## src/rtl/hex7seg_pkg.sv

```systemverilog
// rtl/hex7seg_pkg.sv - shared types and nibble-to-segment table for the scanned hex display
package hex7seg_pkg;

    typedef logic [6:0] seg_t;

    typedef enum logic {
        GUARD = 1'b0,
        DRIVE = 1'b1
    } state_e;

    // Active-high segment pattern {A,B,C,D,E,F,G}, A in the MSB.
    function automatic seg_t hex_to_seg(input logic [3:0] nib);
        seg_t s;
        case (nib)
            4'h0: s = 7'h7E;
            4'h1: s = 7'h30;
            4'h2: s = 7'h6D;
            4'h3: s = 7'h79;
            4'h4: s = 7'h33;
            4'h5: s = 7'h5B;
            4'h6: s = 7'h5F;
            4'h7: s = 7'h70;
            4'h8: s = 7'h7F;
            4'h9: s = 7'h7B;
            4'hA: s = 7'h77;
            4'hB: s = 7'h1F;
            4'hC: s = 7'h4E;
            4'hD: s = 7'h3D;
            4'hE: s = 7'h4F;
            default: s = 7'h47;
        endcase
        return s;
    endfunction

endpackage

```

## src/rtl/hex7seg_scan_timer.sv

```systemverilog
// rtl/hex7seg_scan_timer.sv - GUARD/DRIVE scan sequencer with per-state cycle counter and digit index
module hex7seg_scan_timer
    import hex7seg_pkg::*;
#(
    parameter int NUM_DIGITS   = 4,
    parameter int REFRESH_DIV  = 100000,
    parameter int GUARD_CYCLES = 8,
    parameter int IDX_W        = 2
) (
    input  logic             clk_i,
    input  logic             rst_i,
    output logic [IDX_W-1:0] idx,
    output state_e           state_nxt,
    output logic [IDX_W-1:0] idx_nxt
);

    localparam int CNT_MAX = (REFRESH_DIV > GUARD_CYCLES) ? REFRESH_DIV : GUARD_CYCLES;
    localparam int CNT_W   = $clog2(CNT_MAX + 1);

    state_e           state;
    logic [CNT_W-1:0] cnt;
    logic [CNT_W-1:0] cnt_nxt;

    always_comb begin
        state_nxt = state;
        idx_nxt   = idx;
        cnt_nxt   = cnt + 1'b1;
        if (state == GUARD) begin
            if (cnt == CNT_W'(GUARD_CYCLES - 1)) begin
                state_nxt = DRIVE;
                cnt_nxt   = '0;
            end
        end else if (cnt == CNT_W'(REFRESH_DIV - 1)) begin
            state_nxt = GUARD;
            cnt_nxt   = '0;
            idx_nxt   = (idx == IDX_W'(NUM_DIGITS - 1)) ? '0 : idx + 1'b1;
        end
    end

    always_ff @(posedge clk_i) begin
        if (rst_i) begin
            state <= GUARD;
            cnt   <= '0;
            idx   <= '0;
        end else begin
            state <= state_nxt;
            cnt   <= cnt_nxt;
            idx   <= idx_nxt;
        end
    end

endmodule

```

## src/rtl/hex7seg_scan.sv

```systemverilog
// rtl/hex7seg_scan.sv - time-multiplexed N-digit seven-segment driver with blanking, dp and zero suppression
module hex7seg_scan
    import hex7seg_pkg::*;
#(
    parameter int NUM_DIGITS   = 4,
    parameter int REFRESH_DIV  = 100000,
    parameter int GUARD_CYCLES = 8,
    parameter bit ACTIVE_LOW   = 1'b1,
    localparam int IDX_W       = (NUM_DIGITS > 1) ? $clog2(NUM_DIGITS) : 1
) (
    input  logic                    clk_i,
    input  logic                    rst_i,
    input  logic [4*NUM_DIGITS-1:0] data_i,
    input  logic                    load_i,
    input  logic [NUM_DIGITS-1:0]   blank_i,
    input  logic [NUM_DIGITS-1:0]   dp_i,
    input  logic                    lz_suppress_i,
    output logic [6:0]              seg_o,
    output logic                    dp_o,
    output logic [NUM_DIGITS-1:0]   an_o,
    output logic [IDX_W-1:0]        digit_idx_o
);

    logic [4*NUM_DIGITS-1:0] data_sh;
    logic [NUM_DIGITS-1:0]   blank_sh;
    logic [NUM_DIGITS-1:0]   dp_sh;

    state_e                  state_nxt;
    logic [IDX_W-1:0]        idx;
    logic [IDX_W-1:0]        idx_nxt;

    logic [NUM_DIGITS-1:0]   lead_zero;
    logic                    zero_run;
    logic [NUM_DIGITS-1:0]   dark;
    logic [3:0]              nib;
    logic                    lit;
    logic [NUM_DIGITS-1:0]   an_nxt;
    seg_t                    seg_nxt;
    logic                    dp_nxt;

    hex7seg_scan_timer #(
        .NUM_DIGITS   (NUM_DIGITS),
        .REFRESH_DIV  (REFRESH_DIV),
        .GUARD_CYCLES (GUARD_CYCLES),
        .IDX_W        (IDX_W)
    ) u_timer (
        .clk_i     (clk_i),
        .rst_i     (rst_i),
        .idx       (idx),
        .state_nxt (state_nxt),
        .idx_nxt   (idx_nxt)
    );

    always_ff @(posedge clk_i) begin
        if (rst_i) begin
            data_sh  <= '0;
            blank_sh <= '0;
            dp_sh    <= '0;
        end else if (load_i) begin
            data_sh  <= data_i;
            blank_sh <= blank_i;
            dp_sh    <= dp_i;
        end
    end

    // lead_zero[k]: nibbles k..NUM_DIGITS-1 are all zero.
    always_comb begin
        lead_zero = '0;
        zero_run  = 1'b1;
        for (int k = NUM_DIGITS - 1; k >= 0; k--) begin
            zero_run     = zero_run & (data_sh[4*k +: 4] == 4'h0);
            lead_zero[k] = zero_run;
        end
    end

    assign dark    = blank_sh | (lz_suppress_i ? (lead_zero & ~NUM_DIGITS'(1)) : '0);
    assign nib     = data_sh[{idx_nxt, 2'b00} +: 4];
    assign lit     = (state_nxt == DRIVE) && !dark[idx_nxt];
    assign an_nxt  = lit ? (NUM_DIGITS'(1) << idx_nxt) : '0;
    assign seg_nxt = lit ? hex_to_seg(nib) : '0;
    assign dp_nxt  = lit & dp_sh[idx_nxt];

    // Registered from next-state so the pins line up exactly with the timer state.
    always_ff @(posedge clk_i) begin
        if (rst_i) begin
            an_o  <= {NUM_DIGITS{ACTIVE_LOW}};
            seg_o <= {7{ACTIVE_LOW}};
            dp_o  <= ACTIVE_LOW;
        end else begin
            an_o  <= an_nxt ^ {NUM_DIGITS{ACTIVE_LOW}};
            seg_o <= seg_nxt ^ {7{ACTIVE_LOW}};
            dp_o  <= dp_nxt ^ ACTIVE_LOW;
        end
    end

    assign digit_idx_o = idx;

endmodule
```

## config.mk

```make
export PLATFORM = sky130hd
export DESIGN_NAME = hex7seg_scan
export DESIGN_NICKNAME = d
export VERILOG_FILES = /design/src/rtl/hex7seg_pkg.sv /design/src/rtl/hex7seg_scan_timer.sv /design/src/rtl/hex7seg_scan.sv
export SDC_FILE = /design/constraint.sdc
export NUM_CORES = 1
export LEC_CHECK = 0
export CAP_MARGIN = 10
export CORE_ASPECT_RATIO = 1.25
export CORE_MARGIN = 4
export CORE_UTILIZATION = 25
export DETAILED_ROUTE_END_ITERATION = 6
export PLACE_DENSITY = 0.45
export SLEW_MARGIN = 40
export SYNTH_ARGS = -nofsm -noshare
export SYNTH_HDL_FRONTEND = slang
export SYNTH_SLANG_ARGS = --single-unit
```

## constraint.sdc

```tcl
create_clock -name clk_i -period 3.51 [get_ports clk_i]
set_clock_uncertainty 0.1 [all_clocks]
set_input_delay 0.351 -clock clk_i [delete_from_list [all_inputs] [get_ports clk_i]]
set_output_delay 0.351 -clock clk_i [all_outputs]
set_load 0.01 [all_outputs]
```

==> flow_summary.html <==
<table>
<tr><th>Metric</th><th>Value</th></tr>
<tr><th colspan="2">Pwr</th></tr>
<tr><td>Switching power as a share of total power</td><td>between 20% and 30%</td></tr>
<tr><td>Sequential group share of total power</td><td>a little over half</td></tr>
<tr><td>Highest ir drop seen on vdd</td><td>0.1896 mV</td></tr>
<tr><td>Net load switching power</td><td>299.9 µW</td></tr>
<tr><td>Int Power</td><td>approximately 990 µW</td></tr>
<tr><td>Proportion of power drawn by the clock network</td><td>36.8%</td></tr>
<tr><td>Pwr dens</td><td>around 370 nW/µm²</td></tr>
<tr><td>Gate power share</td><td>10.9%</td></tr>
<tr><td>Lkg Pwr</td><td>approximately 1.4 nW</td></tr>
<tr><th colspan="2">Logic synthesis</th></tr>
<tr><td>Part of the Yosys area used for sequential elements</td><td>40.65%</td></tr>
<tr><td>Post-Syn Instances</td><td>288</td></tr>
<tr><td>Syn Std Cell Area</td><td>approximately 2800 µm²</td></tr>
<tr><td>Seq cells post-synth</td><td>56</td></tr>
<tr><td>Average size of a mapped cell</td><td>9.575 µm²</td></tr>
<tr><td>Leading register cell type out of synthesis</td><td>dfxtp_1</td></tr>
<tr><td>Proportion of synthesized flip-flops having asynchronous set or reset</td><td>0%</td></tr>
<tr><td>Dominant cells by area after synthesis</td><td>dfxtp_1 41%, mux2i_1 15%, nor2_1 7.1%</td></tr>
<tr><td>Number of different library cells in the post-synthesis netlist</td><td>44</td></tr>
<tr><td>Fraction of post-synthesis cell area in the top cell type by area</td><td>40.65%</td></tr>
<tr><td>Number of enable-type register cells in the synthesized netlist</td><td>0</td></tr>
<tr><td>Nets in the synthesized netlist</td><td>around 320</td></tr>
<tr><td>Total of warnings raised by yosys</td><td>0</td></tr>
<tr><td>Dominant cell type by area after synthesis</td><td>dfxtp_1</td></tr>
<tr><th colspan="2">Clocking</th></tr>
<tr><td>Clock insertion delay at the later pin of the skew report</td><td>0.29 ns</td></tr>
<tr><td>Setup bufs post-CTS</td><td>0</td></tr>
<tr><td>Clock transition time at the flip-flop clock pins of the worst setup and hold paths</td><td>around 0.070 ns</td></tr>
<tr><td>Hold buffers post-CTS</td><td>0</td></tr>
<tr><td>Clock tree from TritonCTS</td><td>built</td></tr>
<tr><td>Number of clock sinks seen by CTS</td><td>56</td></tr>
<tr><td>Post-cts resize count</td><td>0</td></tr>
<tr><td>H-tree levels</td><td>2</td></tr>
<tr><td>Deepest clock path buffer count</td><td>2</td></tr>
<tr><td>Num CTS Buffers</td><td>5</td></tr>
<tr><td>CTS root buf</td><td>clkbuf_16</td></tr>
<tr><th colspan="2">Global route</th></tr>
<tr><td>Initial antenna violation count</td><td>0</td></tr>
<tr><td>Wire length of the first global-routing pass</td><td>10700 µm</td></tr>
<tr><td>Via count of the first global-routing pass</td><td>between 2k and 2.5k</td></tr>
<tr><td>Maximum number of pins on one net before global-route repair</td><td>27</td></tr>
<tr><td>Total GRT Usage</td><td>roughly a tenth</td></tr>
<tr><td>Congestion Overflow GR</td><td>0</td></tr>
<tr><th colspan="2">STA</th></tr>
<tr><td>Setup repair after global routing missed its margin</td><td>false</td></tr>
<tr><td>Relative slew slack</td><td>between 60 and 70%</td></tr>
<tr><td>Min Clock Period, post-route</td><td>3.241 ns</td></tr>
<tr><td>Setup_tns</td><td>0 ns</td></tr>
<tr><td>Slew of the pin with the lowest slew margin</td><td>0.4679 ns</td></tr>
<tr><td>Maximum achievable frequency</td><td>0.3085 GHz</td></tr>
<tr><td>Final Hold Viols</td><td>0</td></tr>
<tr><td>Final critical-path share of the clock period</td><td>92.34%</td></tr>
<tr><td>Count of final setup violators</td><td>0</td></tr>
<tr><td>Number of pins with negative max-slew slack in the final report</td><td>0</td></tr>
<tr><th colspan="2">Placement</th></tr>
<tr><td>Global placement routability congestion</td><td>0.8114</td></tr>
<tr><td>Number of placed instances with taps included</td><td>around 460</td></tr>
<tr><td>Port buffer count</td><td>41</td></tr>
<tr><td>Post-detailed-placement half-perimeter wirelength</td><td>5038 µm</td></tr>
<tr><th colspan="2">Cells and area</th></tr>
<tr><td>Multi-input gate area</td><td>roughly 1600 µm²</td></tr>
<tr><td>Fraction of layout cells with a size suffix above 1</td><td>a little under a tenth</td></tr>
<tr><td>Area added between synthesis and finish</td><td>25.73%</td></tr>
<tr><td>Sequential Area</td><td>1121 µm²</td></tr>
<tr><td>Most common cell after layout, fill and taps aside</td><td>dfxtp_1</td></tr>
<tr><td>Number of antenna cells inserted</td><td>0</td></tr>
<tr><td>Final nets</td><td>~370</td></tr>
<tr><td>Number of fill cells in the layout</td><td>about 1.1k</td></tr>
<tr><td>Non-Filler Instances</td><td>around 460</td></tr>
<tr><td>Top library cells by usage in the layout, fill and taps aside</td><td>56 x dfxtp_1, 52 x nor2_1, 41 x mux2i_1, 41 x clkdlybuf4s50_1, 19 x nand2_1</td></tr>
<tr><th colspan="2">Routing</th></tr>
<tr><td>Length of the first detailed-routing pass in iterations</td><td>4</td></tr>
<tr><td>Detailed router's first-iteration violation count</td><td>26</td></tr>
<tr><td>Post-route DRC</td><td>0</td></tr>
<tr><td>Avg WL per Cell</td><td>13.98 µm</td></tr>
<tr><td>Remaining antenna violation count</td><td>0</td></tr>
<tr><td>Via count of the routed design</td><td>roughly 2.0k</td></tr>
<tr><td>Number of vias per cell after detailed routing</td><td>4.378</td></tr>
<tr><td>Total detailed-routing wirelength</td><td>6471 µm</td></tr>
<tr><th colspan="2">Critical path</th></tr>
<tr><td>Largest fanout on the critical path</td><td>7</td></tr>
<tr><td>Type of origin of the critical path</td><td>register</td></tr>
<tr><td>Kind of end point of the critical path</td><td>register</td></tr>
<tr><td>Category of the most critical setup path</td><td>register to register</td></tr>
<tr><td>Number of buffers and inverters on the critical path</td><td>1</td></tr>
<tr><td>Required arrival time at the worst endpoint</td><td>3.63 ns</td></tr>
<tr><td>Crit-path slowest cell</td><td>mux2i_1</td></tr>
<tr><td>Data arrival time at the worst-slack endpoint</td><td>3.37 ns</td></tr>
<tr><td>Critical path's most frequent cell</td><td>mux2i_1</td></tr>
<tr><td>Worst path max stage delay</td><td>0.40 ns</td></tr>
<tr><td>Top Family by Delay on Critical Path</td><td>multiplexers</td></tr>
<tr><td>Critical-path cell list</td><td>ha_1 &gt; and4_4 &gt; nand4_4 &gt; nor2_8 &gt; mux2i_4 &gt; mux2i_1 &gt; mux2i_1 &gt; inv_1 &gt; ha_1 &gt; mux2i_1 &gt; mux2_1 &gt; nand2_1</td></tr>
<tr><th colspan="2">Die</th></tr>
<tr><td>Die X</td><td>101.9 µm</td></tr>
<tr><td>Initial cell density of the core</td><td>25.85%</td></tr>
<tr><td>Overall die area</td><td>around 13000 µm²</td></tr>
<tr><td>Count of boundary I/O pins</td><td>42</td></tr>
<tr><td>Core region area</td><td>10670 µm²</td></tr>
<tr><td>Num rows</td><td>42</td></tr>
<tr><td>Die H</td><td>125.4 µm</td></tr>
<tr><th colspan="2">Job</th></tr>
<tr><td>Reported max-cap violation count</td><td>0</td></tr>
<tr><th colspan="2">Status</th></tr>
<tr><td>Status</td><td>finished, final reports clean</td></tr>
<tr><th colspan="2">Min path</th></tr>
<tr><td>Worst min-delay path class</td><td>register to register</td></tr>
</table>
## metal layers
layer / up-vias / GRT usage [%] / routed length, µm
met5: - / 0 / 0
met2: 21 / 18.80 / 3394
met3: 2 / 1.894 / 140
met1: 935 / 12.98 / 2884
met4: 0 / 2.548 / 52
li1: 1069 / - / -
## cell usage after synthesis (all sizes together), types with 2 or more instances
| master | instances |
|---|---|
| a211oi | 2 |
| a21oi | 3 |
| a22oi | 2 |
| and2 | 2 |
| and3 | 4 |
| and4 | 4 |
| buf | 4 |
| clkbuf | 7 |
| dfxtp | 56 |
| ha | 8 |
| inv | 5 |
| mux2 | 6 |
| mux2i | 44 |
| nand2 | 19 |
| nand2b | 7 |
| nand3 | 12 |
| nor2 | 53 |
| nor2b | 5 |
| nor3 | 2 |
| nor3b | 2 |
| nor4 | 6 |
| o211ai | 4 |
| o21ai | 2 |
| o221ai | 2 |
| o22ai | 2 |
| or2 | 3 |
| xnor2 | 11 |
| xor2 | 8 |
## area by class of cell
| class | instances | share of cell area (%) |
|---|---|---|
| clock buffer | 6 | 3.717 |
| clock inverter | 1 | 0.1444 |
| inverter | 5 | 0.5413 |
| multi-input combinational | 216 | 45.36 |
| sequential | 56 | 32.33 |
| tap | 132 | 4.764 |
| timing repair buffer | 47 | 13.14 |
## cells by family (layout without fill, tap and decap cells)
| kind of cell | after synthesis | in the layout | share of synthesized area (%) |
|---|---|---|---|
| flops | 56 | 56 | 40.65 |
| compound gates | 19 | 19 | 4.945 |
| mux | 50 | 50 | 19.87 |
| simple gates | 120 | 120 | 22.55 |
| xor+xnor | 19 | 19 | 6.034 |
| buf+inv | 16 | 59 | 2.314 |
| fa+ha+maj | 8 | 8 | 3.630 |
## per-stage QoR
stage	utilization, %	hold slack, ns	setup WS, ns	instance area, µm²	total power, mW
6_report	32.50	0.3605	0.2688	3467	1.293
3_5_place_dp	31.25	0.3498	0.2986	3333	0.8344
2_1_floorplan	-	0.3261	0.4975	2758	0.7724
3_3_place_gp	31.25	0.3405	0.3745	3333	0.8334
5_1_grt	32.50	0.3870	0.01708	3467	1.358
4_1_cts	32.50	0.3664	0.2583	3467	1.320
## sequential cells by signal, indices dropped and copies added, names as in the netlist
register       flops
dp_sh              4
data_sh           16
dp_o               1
u_timer.idx        2
blank_sh           4
an_o               4
u_timer.cnt       17
u_timer.state      1
seg_o              7
## worst paths after layout
| path | end | slack, ns | startpoint | cells after the start |
|---|---|---|---|---|
| setup / recovery | seg_o[3]$_SDFF_PP1_ | 0.27 | u_timer.cnt[0]$_SDFF_PP0_ | 12 |
| hold / removal | u_timer.cnt[0]$_SDFF_PP0_ | 0.36 | u_timer.cnt[0]$_SDFF_PP0_ | 1 |
| setup reg to reg | seg_o[3]$_SDFF_PP1_ | 0.27 | u_timer.cnt[0]$_SDFF_PP0_ | 12 |
| hold reg to reg | u_timer.cnt[0]$_SDFF_PP0_ | 0.36 | u_timer.cnt[0]$_SDFF_PP0_ | 1 |
## power by group through the flow
stage               Clock (mW)  Combinational (mW)  Sequential (mW)
CTS                      0.500               0.143            0.677
detailed placement           0               0.142            0.692
global placement             0               0.141            0.692
global route             0.522               0.156            0.680
finish                   0.476               0.141            0.677
floorplan                    0              0.0888            0.684
Power figures use the tool's default switching activity.
